$ cat src/rtl/cpu_isu_pkg.sv
// Shared definitions for the issue stage: EXU operation-class codes,
// source bit positions in id_use_rs/id_rs_fp, and destination tracking rule.
package cpu_isu_pkg;

    typedef enum logic [1:0] {
        INT  = 2'b00,
        FP_S = 2'b01,
        FP_D = 2'b10
    } fp_ctrl_e;

    localparam int ISU_SRC1 = 0;
    localparam int ISU_SRC2 = 1;
    localparam int ISU_SRC3 = 2;

    // x0 is architecturally constant, so writes to it never occupy the scoreboard.
    function automatic logic dest_tracked(input logic [4:0] rd, input logic rd_fp);
        return !(rd == 5'd0 && !rd_fp);
    endfunction

endpackage

$ cat src/rtl/cpu_isu_if.sv
// Decode-to-issue handshake and decoded instruction bundle.
interface cpu_isu_if;

    logic       id_valid;
    logic       id_ready;
    logic [1:0] id_fp_ctrl;
    logic [4:0] id_alu_ctrl;
    logic [4:0] id_rs1;
    logic [4:0] id_rs2;
    logic [4:0] id_rs3;
    logic [2:0] id_use_rs;
    logic [2:0] id_rs_fp;
    logic       id_use_imm;
    logic [31:0] id_imm;
    logic [4:0] id_rd;
    logic       id_rd_fp;
    logic       id_rd_we;

    modport master (
        output id_valid, id_fp_ctrl, id_alu_ctrl, id_rs1, id_rs2, id_rs3,
               id_use_rs, id_rs_fp, id_use_imm, id_imm, id_rd, id_rd_fp, id_rd_we,
        input  id_ready
    );

    modport slave (
        input  id_valid, id_fp_ctrl, id_alu_ctrl, id_rs1, id_rs2, id_rs3,
               id_use_rs, id_rs_fp, id_use_imm, id_imm, id_rd, id_rd_fp, id_rd_we,
        output id_ready
    );

endinterface

$ cat src/rtl/cpu_isu_scoreboard.sv
// One register file's busy vector: set on issue, clear on retirement, wipe on flush.
// A same-cycle set and clear of one entry leaves it busy.
module isu_scoreboard #(
    parameter int REG_NUM   = 32,
    parameter bit ZERO_HARD = 1'b0,
    parameter int IDX_W     = $clog2(REG_NUM)
) (
    input  logic               clk,
    input  logic               rst,
    input  logic               flush,
    input  logic               set_en,
    input  logic [IDX_W-1:0]   set_idx,
    input  logic               clr_en,
    input  logic [IDX_W-1:0]   clr_idx,
    output logic [REG_NUM-1:0] busy
);

    logic [REG_NUM-1:0] busy_q;
    logic [REG_NUM-1:0] busy_nxt;
    logic [REG_NUM-1:0] zero_mask;

    assign zero_mask = {{(REG_NUM-1){1'b1}}, ~ZERO_HARD};

    always_comb begin
        busy_nxt = busy_q;
        if (clr_en) busy_nxt[clr_idx] = 1'b0;
        if (set_en) busy_nxt[set_idx] = 1'b1;
        if (flush)  busy_nxt = '0;
        busy_nxt = busy_nxt & zero_mask;
    end

    always_ff @(posedge clk or posedge rst) begin
        if (rst) busy_q <= '0;
        else     busy_q <= busy_nxt;
    end

    assign busy = busy_q & zero_mask;

endmodule

$ cat src/rtl/cpu_isu.sv
// Issue stage: scoreboard hazard check, operand selection from the INT/FP
// register files, and the registered operand/control bundle for the EXU.
module cpu_isu
    import cpu_isu_pkg::*;
#(
    parameter int REG_NUM = 32,
    parameter int FP_W    = 64
) (
    input  logic            clk,
    input  logic            rst,
    input  logic            flush_flag,
    cpu_isu_if.slave        dec,
    input  logic [31:0]     int_rdata1,
    input  logic [31:0]     int_rdata2,
    input  logic [FP_W-1:0] fp_rdata1,
    input  logic [FP_W-1:0] fp_rdata2,
    input  logic [FP_W-1:0] fp_rdata3,
    input  logic            wb_valid,
    input  logic [4:0]      wb_rd,
    input  logic            wb_fp,
    output logic [1:0]      fp_ctrl,
    output logic [4:0]      alu_ctrl,
    output logic [FP_W-1:0] in1,
    output logic [FP_W-1:0] in2,
    output logic [FP_W-1:0] in3,
    output logic            wait_exe,
    output logic [4:0]      ex_rd,
    output logic            ex_rd_fp,
    output logic            ex_rd_we
);

    localparam int IDX_W = $clog2(REG_NUM);

    logic [REG_NUM-1:0] busy_int;
    logic [REG_NUM-1:0] busy_fp;
    logic [2:0]         hz_src;
    logic               hz_waw;
    logic               hz;
    logic               vld_p0;
    logic               set_int;
    logic               set_fp;
    logic [FP_W-1:0]    opnd1_p0;
    logic [FP_W-1:0]    opnd2_p0;
    logic [FP_W-1:0]    opnd3_p0;

    // Hazard detection and handshake (combinational)
    always_comb begin
        hz_src[ISU_SRC1] = dec.id_use_rs[ISU_SRC1] &&
            (dec.id_rs_fp[ISU_SRC1] ? busy_fp[dec.id_rs1] : busy_int[dec.id_rs1]);
        hz_src[ISU_SRC2] = dec.id_use_rs[ISU_SRC2] &&
            (dec.id_rs_fp[ISU_SRC2] ? busy_fp[dec.id_rs2] : busy_int[dec.id_rs2]);
        hz_src[ISU_SRC3] = dec.id_use_rs[ISU_SRC3] &&
            (dec.id_rs_fp[ISU_SRC3] ? busy_fp[dec.id_rs3] : busy_int[dec.id_rs3]);
        hz_waw = dec.id_rd_we &&
            (dec.id_rd_fp ? busy_fp[dec.id_rd] : busy_int[dec.id_rd]);
        hz = (|hz_src) || hz_waw;
    end

    assign dec.id_ready = !hz && !flush_flag;
    assign vld_p0       = dec.id_valid && dec.id_ready;

    assign set_int = vld_p0 && dec.id_rd_we && !dec.id_rd_fp &&
                     dest_tracked(dec.id_rd, dec.id_rd_fp);
    assign set_fp  = vld_p0 && dec.id_rd_we && dec.id_rd_fp;

    isu_scoreboard #(.REG_NUM(REG_NUM), .ZERO_HARD(1'b1)) u_sb_int (
        .clk     (clk),
        .rst     (rst),
        .flush   (flush_flag),
        .set_en  (set_int),
        .set_idx (dec.id_rd[IDX_W-1:0]),
        .clr_en  (wb_valid && !wb_fp),
        .clr_idx (wb_rd[IDX_W-1:0]),
        .busy    (busy_int)
    );

    isu_scoreboard #(.REG_NUM(REG_NUM), .ZERO_HARD(1'b0)) u_sb_fp (
        .clk     (clk),
        .rst     (rst),
        .flush   (flush_flag),
        .set_en  (set_fp),
        .set_idx (dec.id_rd[IDX_W-1:0]),
        .clr_en  (wb_valid && wb_fp),
        .clr_idx (wb_rd[IDX_W-1:0]),
        .busy    (busy_fp)
    );

    // Operand selection; FP_S operands keep their upper bits as read.
    always_comb begin
        opnd1_p0 = dec.id_rs_fp[ISU_SRC1] ? fp_rdata1
                                          : {{(FP_W-32){1'b0}}, int_rdata1};
        if (dec.id_use_imm)
            opnd2_p0 = {{(FP_W-32){1'b0}}, dec.id_imm};
        else if (dec.id_rs_fp[ISU_SRC2])
            opnd2_p0 = fp_rdata2;
        else
            opnd2_p0 = {{(FP_W-32){1'b0}}, int_rdata2};
        opnd3_p0 = dec.id_rs_fp[ISU_SRC3] ? fp_rdata3 : '0;
    end

    // Stage boundary: issue -> EXU
    always_ff @(posedge clk or posedge rst) begin
        if (rst) begin
            wait_exe <= 1'b1;
            fp_ctrl  <= '0;
            alu_ctrl <= '0;
            in1      <= '0;
            in2      <= '0;
            in3      <= '0;
            ex_rd    <= '0;
            ex_rd_fp <= 1'b0;
            ex_rd_we <= 1'b0;
        end else if (vld_p0) begin
            wait_exe <= 1'b0;
            fp_ctrl  <= dec.id_fp_ctrl;
            alu_ctrl <= dec.id_alu_ctrl;
            in1      <= opnd1_p0;
            in2      <= opnd2_p0;
            in3      <= opnd3_p0;
            ex_rd    <= dec.id_rd;
            ex_rd_fp <= dec.id_rd_fp;
            ex_rd_we <= dec.id_rd_we;
        end else begin
            wait_exe <= 1'b1;
            fp_ctrl  <= '0;
            alu_ctrl <= '0;
            in1      <= '0;
            in2      <= '0;
            in3      <= '0;
            ex_rd    <= '0;
            ex_rd_fp <= 1'b0;
            ex_rd_we <= 1'b0;
        end
    end

endmodule
$ cat src/flat_wrapper.sv
// flat-port wrapper written by rule: the top's interface ports become plain ports
module cpu_isu_flat import cpu_isu_pkg::*;
#(
    parameter int REG_NUM = 32,
    parameter int FP_W    = 64
)
  (clk, rst, flush_flag, int_rdata1, int_rdata2, fp_rdata1, fp_rdata2, fp_rdata3, wb_valid, wb_rd, wb_fp, fp_ctrl, alu_ctrl, in1, in2, in3, wait_exe, ex_rd, ex_rd_fp, ex_rd_we, dec_id_valid, dec_id_fp_ctrl, dec_id_alu_ctrl, dec_id_rs1, dec_id_rs2, dec_id_rs3, dec_id_use_rs, dec_id_rs_fp, dec_id_use_imm, dec_id_imm, dec_id_rd, dec_id_rd_fp, dec_id_rd_we, dec_id_ready);
  cpu_isu_if dec_i ();
  input  logic clk;
  input  logic rst;
  input  logic flush_flag;
  input  logic [31:0] int_rdata1;
  input  logic [31:0] int_rdata2;
  input  logic [FP_W-1:0] fp_rdata1;
  input  logic [FP_W-1:0] fp_rdata2;
  input  logic [FP_W-1:0] fp_rdata3;
  input  logic wb_valid;
  input  logic [4:0] wb_rd;
  input  logic wb_fp;
  output logic [1:0] fp_ctrl;
  output logic [4:0] alu_ctrl;
  output logic [FP_W-1:0] in1;
  output logic [FP_W-1:0] in2;
  output logic [FP_W-1:0] in3;
  output logic wait_exe;
  output logic [4:0] ex_rd;
  output logic ex_rd_fp;
  output logic ex_rd_we;
  input wire logic [$bits(dec_i.id_valid)-1:0] dec_id_valid;
  input wire logic [$bits(dec_i.id_fp_ctrl)-1:0] dec_id_fp_ctrl;
  input wire logic [$bits(dec_i.id_alu_ctrl)-1:0] dec_id_alu_ctrl;
  input wire logic [$bits(dec_i.id_rs1)-1:0] dec_id_rs1;
  input wire logic [$bits(dec_i.id_rs2)-1:0] dec_id_rs2;
  input wire logic [$bits(dec_i.id_rs3)-1:0] dec_id_rs3;
  input wire logic [$bits(dec_i.id_use_rs)-1:0] dec_id_use_rs;
  input wire logic [$bits(dec_i.id_rs_fp)-1:0] dec_id_rs_fp;
  input wire logic [$bits(dec_i.id_use_imm)-1:0] dec_id_use_imm;
  input wire logic [$bits(dec_i.id_imm)-1:0] dec_id_imm;
  input wire logic [$bits(dec_i.id_rd)-1:0] dec_id_rd;
  input wire logic [$bits(dec_i.id_rd_fp)-1:0] dec_id_rd_fp;
  input wire logic [$bits(dec_i.id_rd_we)-1:0] dec_id_rd_we;
  output wire logic [$bits(dec_i.id_ready)-1:0] dec_id_ready;
  assign dec_i.id_valid = dec_id_valid;
  assign dec_i.id_fp_ctrl = dec_id_fp_ctrl;
  assign dec_i.id_alu_ctrl = dec_id_alu_ctrl;
  assign dec_i.id_rs1 = dec_id_rs1;
  assign dec_i.id_rs2 = dec_id_rs2;
  assign dec_i.id_rs3 = dec_id_rs3;
  assign dec_i.id_use_rs = dec_id_use_rs;
  assign dec_i.id_rs_fp = dec_id_rs_fp;
  assign dec_i.id_use_imm = dec_id_use_imm;
  assign dec_i.id_imm = dec_id_imm;
  assign dec_i.id_rd = dec_id_rd;
  assign dec_i.id_rd_fp = dec_id_rd_fp;
  assign dec_i.id_rd_we = dec_id_rd_we;
  assign dec_id_ready = dec_i.id_ready;
  cpu_isu #(.REG_NUM(REG_NUM), .FP_W(FP_W)) u_core (.clk(clk), .rst(rst), .flush_flag(flush_flag), .dec(dec_i), .int_rdata1(int_rdata1), .int_rdata2(int_rdata2), .fp_rdata1(fp_rdata1), .fp_rdata2(fp_rdata2), .fp_rdata3(fp_rdata3), .wb_valid(wb_valid), .wb_rd(wb_rd), .wb_fp(wb_fp), .fp_ctrl(fp_ctrl), .alu_ctrl(alu_ctrl), .in1(in1), .in2(in2), .in3(in3), .wait_exe(wait_exe), .ex_rd(ex_rd), .ex_rd_fp(ex_rd_fp), .ex_rd_we(ex_rd_we));
endmodule
$ cat config.mk
export PLATFORM = sky130hd
export DESIGN_NAME = cpu_isu_flat
export DESIGN_NICKNAME = d
export VERILOG_FILES = /design/src/rtl/cpu_isu_pkg.sv /design/src/rtl/cpu_isu_if.sv /design/src/rtl/cpu_isu_scoreboard.sv /design/src/rtl/cpu_isu.sv /design/src/flat_wrapper.sv
export SDC_FILE = /design/constraint.sdc
export NUM_CORES = 1
export LEC_CHECK = 0
export CORE_ASPECT_RATIO = 0.5
export CORE_MARGIN = 2
export CORE_UTILIZATION = 25
export DETAILED_ROUTE_END_ITERATION = 10
export PLACE_DENSITY = 0.59
export SETUP_SLACK_MARGIN = 0.4
export SLEW_MARGIN = 20
export SYNTH_ARGS = -nofsm -noshare
export SYNTH_HDL_FRONTEND = slang
export SYNTH_SLANG_ARGS = --single-unit
$ cat constraint.sdc
create_clock -name clk -period 8.4 [get_ports clk]
set_clock_uncertainty 0.15 [all_clocks]
set_input_delay 1.26 -clock clk [delete_from_list [all_inputs] [get_ports clk]]
set_output_delay 1.26 -clock clk [all_outputs]
set_load 0.01 [all_outputs]
# Word-level counts from Yosys, hierarchy flattened
# Cells that the tools add are included.
# op_classes
mux	43
bitwise_logic	5
n_lt_le_gt_ge	7
n_reduce_logical	23
# ops
operator	n
64-bit two-way mux	7
32-bit two-way mux	6
32-bit bitwise AND	2
32-bit OR	2
1-bit binary-select mux with 5-bit select	8
32-bit NOT	1
5-bit by 6-bit less-than comparator with 1-bit output, second input constant	5
1-bit two-way mux	17
1-bit logical AND	15
1-bit demux with 5-bit select	2
5-bit by 1-bit >= comparator with 1-bit output, second input constant	2
5-bit two-way mux	2
1-bit logical NOT	5
5-bit logical NOT	1
3-bit OR reduction	1
2-bit two-way mux	1
1-bit logical OR	1
# totals
input_bits	335
out_inout_bits	208
regBits	270
word_cells	89

# Logic depth before layout (Yosys ltp)
# depth
word_depth	14
ltp_mapped	12
ltp_nobuf	7

# Modules after synthesis
# A second synthesis with hierarchy kept.
# unflattened
hier_cells	1206
hier_area_um2	12998.7
# by_module_without_submodules
module	instances	seq_area_each_um2	area_each_um2	cells_each
cpu_isu	1	5181.2	9954.5	889
isu_scoreboard (u_core.u_sb_fp)	1	800.8	1535.2	160
isu_scoreboard (u_core.u_sb_int)	1	775.7	1508.9	157

# Worst setup path before layout
# Ideal clock, no wire load.
# synth_path
kind	input port to output port
startpoint	input port dec_id_rs2[1]
endpoint	output port dec_id_ready
path_slack_ns	3.508
arrival_ns	3.482
n_path_buf	3
cell_stages	9
t_required_ns	6.990
path_cell_list	buf_2 -> buf_2 -> mux4_2 -> o2111ai_1 -> a41oi_1 -> nor4_1 -> nand4_1 -> clkbuf_1 -> inv_1
# synth_via
elab_chain_len	8
word_cells_on_any_way	10
classes_between	5 x mux; 5 x reduce/logical
# synth_rtl
item	line_no	source
start: declaration	flat_wrapper.sv:33	input wire logic [$bits(dec_i.id_rs2)-1:0] dec_id_rs2;
1-bit binary-select mux with 5-bit select	cpu_isu.sv:51	(dec.id_rs_fp[ISU_SRC2] ? busy_fp[dec.id_rs2] : busy_int[dec.id_rs2]);
1-bit two-way mux (not written as such)	cpu_isu.sv:51	
1-bit two-way mux (*)	cpu_isu.sv:51	
1-bit logical AND (*)	cpu_isu.sv:50	hz_src[ISU_SRC2] = dec.id_use_rs[ISU_SRC2] &&
3-bit OR reduction (*)	cpu_isu.sv:56	hz = (|hz_src) || hz_waw;
1-bit logical OR (*)	cpu_isu.sv:56	
1-bit logical NOT (*)	cpu_isu.sv:59	assign dec.id_ready = !hz && !flush_flag;
1-bit logical AND (*)	cpu_isu.sv:59	
end: declaration	flat_wrapper.sv:42	output wire logic [$bits(dec_i.id_ready)-1:0] dec_id_ready;
# Every way passes the cells marked *; elsewhere a longest branch is shown, timed or not. The select of a mux whose other input is x is not followed.

# Worst setup path in the final report
# layout_path
startpoint	input port dec_id_rs1[0]
endpoint	output port dec_id_ready
# layout_via
elab_chain_len	8
word_cells_on_any_way	10
classes_between	5 x mux; 5 x reduce/logical
# layout_rtl
item	line_no	source
start: declaration	flat_wrapper.sv:32	input wire logic [$bits(dec_i.id_rs1)-1:0] dec_id_rs1;
1-bit binary-select mux with 5-bit select	cpu_isu.sv:49	(dec.id_rs_fp[ISU_SRC1] ? busy_fp[dec.id_rs1] : busy_int[dec.id_rs1]);
1-bit two-way mux (not written as such)	cpu_isu.sv:49	
1-bit two-way mux (*)	cpu_isu.sv:49	
1-bit logical AND (*)	cpu_isu.sv:48	hz_src[ISU_SRC1] = dec.id_use_rs[ISU_SRC1] &&
3-bit OR reduction (*)	cpu_isu.sv:56	
1-bit logical OR (*)	cpu_isu.sv:56	
1-bit logical NOT (*)	cpu_isu.sv:59	
1-bit logical AND (*)	cpu_isu.sv:59	
# Marks and branches as above.

==> summary.md <==
| Metric | Value |
|---|---|
| Status | `completed` |
| Rows | `59` |
| Final Max Tran Viols | `0` |
| Reg-to-reg startpoint | `u_core.u_sb_fp.busy[22]$_DFF_PP0_` |
| Cts hold-fix bufs | `0` |
| Count leader, synth | `dfrtp_1` |
| Avg WL per Cell | `22.1 um` |
| Share of the synthesized area in the top cell type | `51.6%` |
| Worst R2R Path Depth | `7` |
| I/O pin count | `543` |
| Synth-to-Final Area Change | `54.2%` |
| PwrDens | `162 nW/um^2` |
| Layout cells sized above 1 | `6.93%` |
| Vias/cell | `4.76` |
| Most used DFF post-synth | `dfrtp_1` |
| Leakage | `8.49 nW` |
| Worst Setup Start Kind | `primary input` |
| Synthesized area | `13100 um^2` |
| Synth Area in XOR/XNOR | `0%` |
| Final Cycle Share | `74.4%` |
| Setup TNS | `0 ns` |
| RSZ-0062 raised after global routing | `no` |
| Hold Fails Final Rpt | `0` |
| Clock buffer depth | `3` |
| GP Congestion | `0.944` |
| Number of synthesized register bits | `270` |
| Worst Max-Slew Pin Slew | `1.08 ns` |
| Post-Syn Area per Cell | `9.99 um^2` |
| Post-Syn Nets | `1642` |
| Via count | `12000` |
| Fin util | `38.9%` |
| Starting DRC count in detailed routing | `1190` |
| Htree depth | `1` |
| # port buffers | `542` |
| Highest Clock Rate | `160 MHz` |
| CTS Root Cell | `clkbuf_16` |
| Synth Area in Simple Gates | `21.0%` |
| Final setup viols | `0` |
| DRT Pass-1 Iters | `5` |
| Critical setup path kind | `primary input to primary output` |
| Largest area contributor in the netlist | `dfrtp_1` |
| Crit path time final | `6.25 ns` |
| Synth Area in Adders | `0%` |
| First-pass GRT wire length | `79.5 mm` |
| Synth Instances | `1307` |
| Core region area | `51700 um^2` |
| Antenna violations before repair | `3` |
| Worst hold path class | `flip-flop to flip-flop` |
| Die span in y | `166 um` |
| CTS buffer count | `29` |
| Largest cells by area after synthesis | `dfrtp_1 (52%), mux2i_1 (8.4%), nor2_1 (7.4%)` |
| Worst setup EP type | `primary output` |
| Distinct cell type count after synthesis | `42` |
| Number of max-cap violations | `0` |
| Grt ovf | `0` |
| Initial Util | `25.2%` |
| Clk_lat worst skew | `0.57 ns` |
| # nets final | `2133` |
| Async SR Flop Fraction | `100%` |
| Largest net degree at the start of global routing | `174` |
| CP Max Fanout | `21` |
| CP required | `6.99 ns` |
| DRT Wirelength | `55.8 mm` |
| Total GRT Usage | `19.4%` |
| Vias in the first global route | `11600` |
| Number of enable flip-flop cells after synthesis | `0` |
| Main combinational cell family by area after synthesis | `simple AND/OR/NAND/NOR gates` |
| Reg clk slew, reported paths | `0.06 ns` |
| FF-to-FF setup slack | `4.88 ns` |
| Clk sinks | `270` |
| Die area | `54200 um^2` |
| VDD IR max | `0.000136 V` |
| Crit path to | `dec_id_ready` |
| Remaining DRCs | `0` |
| Max_slew headroom | `27.6%` |
| Post-CTS Setup Bufs | `0` |
| Critical Path Start | `dec_id_rs1[0]` |
| Multiplexer share of the synthesized area | `16.2%` |
| Chip width | `327 um` |
| Register area share after synthesis | `51.8%` |
| ANT nets after route | `0` |
| Most frequent cells after synthesis | `dfrtp_1 (269), nor2_1 (258), nand2_1 (214), mux2i_1 (110), clkbuf_1 (72)` |
| Yosys Warn Count | `0` |
| Resized cells post-CTS | `0` |
| Post-synthesis compound-gate area fraction | `7.40%` |
| DP HPWL | `40.8 mm` |
| Reg2reg end | `u_core.in3[1]$_DFF_PP0_` |
| Crit path DAT | `4.84 ns` |
| TritonCTS clock tree | `yes` |
-- through the flow --
stage / instance area (um^2) / cells / worst slack (ns) / hold WS [ns] / total power [W]
after global routing: 20100 / 2521 / 1.92 / 0.486 / 0.00339
after floorplan: 13100 / 1307 / 3.42 / 0.374 / 0.00160
after CTS: 20100 / 2519 / 2.12 / 0.458 / 0.00330
final: 20100 / 2521 / 2.15 / 0.468 / 0.00326
after detailed placement: 19100 / 2467 / 2.13 / 0.438 / 0.00193
after global placement: 19100 / 2467 / 2.14 / 0.445 / 0.00193
-- cell usage in the layout, fill, tap and decap left out, drive strengths merged, types with 9 or more instances in the layout --
| master | instances |
|---|---|
| nand3 | 27 |
| inv | 22 |
| mux4 | 42 |
| buf | 23 |
| nor2 | 258 |
| dfrtp | 269 |
| nor2b | 12 |
| nand3b | 68 |
| clkdlybuf4s50 | 536 |
| mux2i | 110 |
| a21oi | 40 |
| clkbuf | 44 |
| nand2b | 9 |
| o31ai | 64 |
| nand2 | 214 |
-- layout make-up --
cell class,instances,area (um^2)
Tap cell,701,877
Clock inverter,8,103
Inverter,23,90.1
Multi-Input combinational cell,915,5840
Clock buffer,44,892
Antenna cell,1,2.50
Sequential cell,270,6760
Timing Repair Buffer,559,5560
Fill cell,5139,31600
-- how the worst min path moves through the flow --
stage / from / to / slack (ns) / cells past startpoint
final: u_core.u_sb_fp.busy[29]$_DFF_PP0_ / u_core.u_sb_fp.busy[29]$_DFF_PP0_ / 0.47 / 2
after CTS: u_core.u_sb_int.busy_q[12]$_DFF_PP0_ / u_core.u_sb_int.busy_q[12]$_DFF_PP0_ / 0.46 / 2
after global routing: u_core.u_sb_fp.busy[29]$_DFF_PP0_ / u_core.u_sb_fp.busy[29]$_DFF_PP0_ / 0.49 / 2
after floorplan: u_core.u_sb_fp.busy[7]$_DFF_PP0_ / u_core.u_sb_fp.busy[7]$_DFF_PP0_ / 0.37 / 2
after detailed placement: u_core.u_sb_int.busy_q[12]$_DFF_PP0_ / u_core.u_sb_int.busy_q[12]$_DFF_PP0_ / 0.44 / 2
after global placement: u_core.u_sb_int.busy_q[20]$_DFF_PP0_ / u_core.u_sb_int.busy_q[20]$_DFF_PP0_ / 0.45 / 2
-- worst max-delay path, cell delays in order --
cell	delay (ns)
clkdlybuf4s50_1	1.11
mux4_2	0.61
mux4_2	0.47
mux2_2	0.27
a32oi_1	0.27
nand4_1	0.19
inv_1	0.10
clkdlybuf4s50_1	0.53
-- where the power goes --
part	switching (W)	total (W)	internal [W]
combinational	0.000276	0.000553	0.000276
sequential	0.0000122	0.00135	0.00134
clock	0.000568	0.00136	0.000790
-- state kept, by name, summed over array words and instances, names as in the netlist --
| register | count |
|---|---|
| u_core.alu_ctrl | 5 |
| u_core.ex_rd | 5 |
| u_core.ex_rd_fp | 1 |
| u_core.ex_rd_we | 1 |
| u_core.fp_ctrl | 2 |
| u_core.in1 | 64 |
| u_core.in2 | 64 |
| u_core.in3 | 64 |
| u_core.u_sb_fp.busy | 32 |
| u_core.u_sb_int.busy_q | 31 |
| u_core.wait_exe | 1 |
-- metal layers --
layer / track usage [%] / share of wire [%] / up-vias
li1: - / - / 5474
met1: 26.5 / 42 / 6028
met2: 33.2 / 50 / 428
met3: 2.16 / 5.1 / 80
met4: 4.71 / 2.6 / 0
met5: 0 / 0 / -
-- logic make-up after synthesis --
group | Yosys count
and+or+nand+nor | 618
DFF | 270
muxes | 158
AOI/OAI and AO/OA | 139
buffers and inverters | 122
No activity file was read; power rests on OpenSTA's default activity.
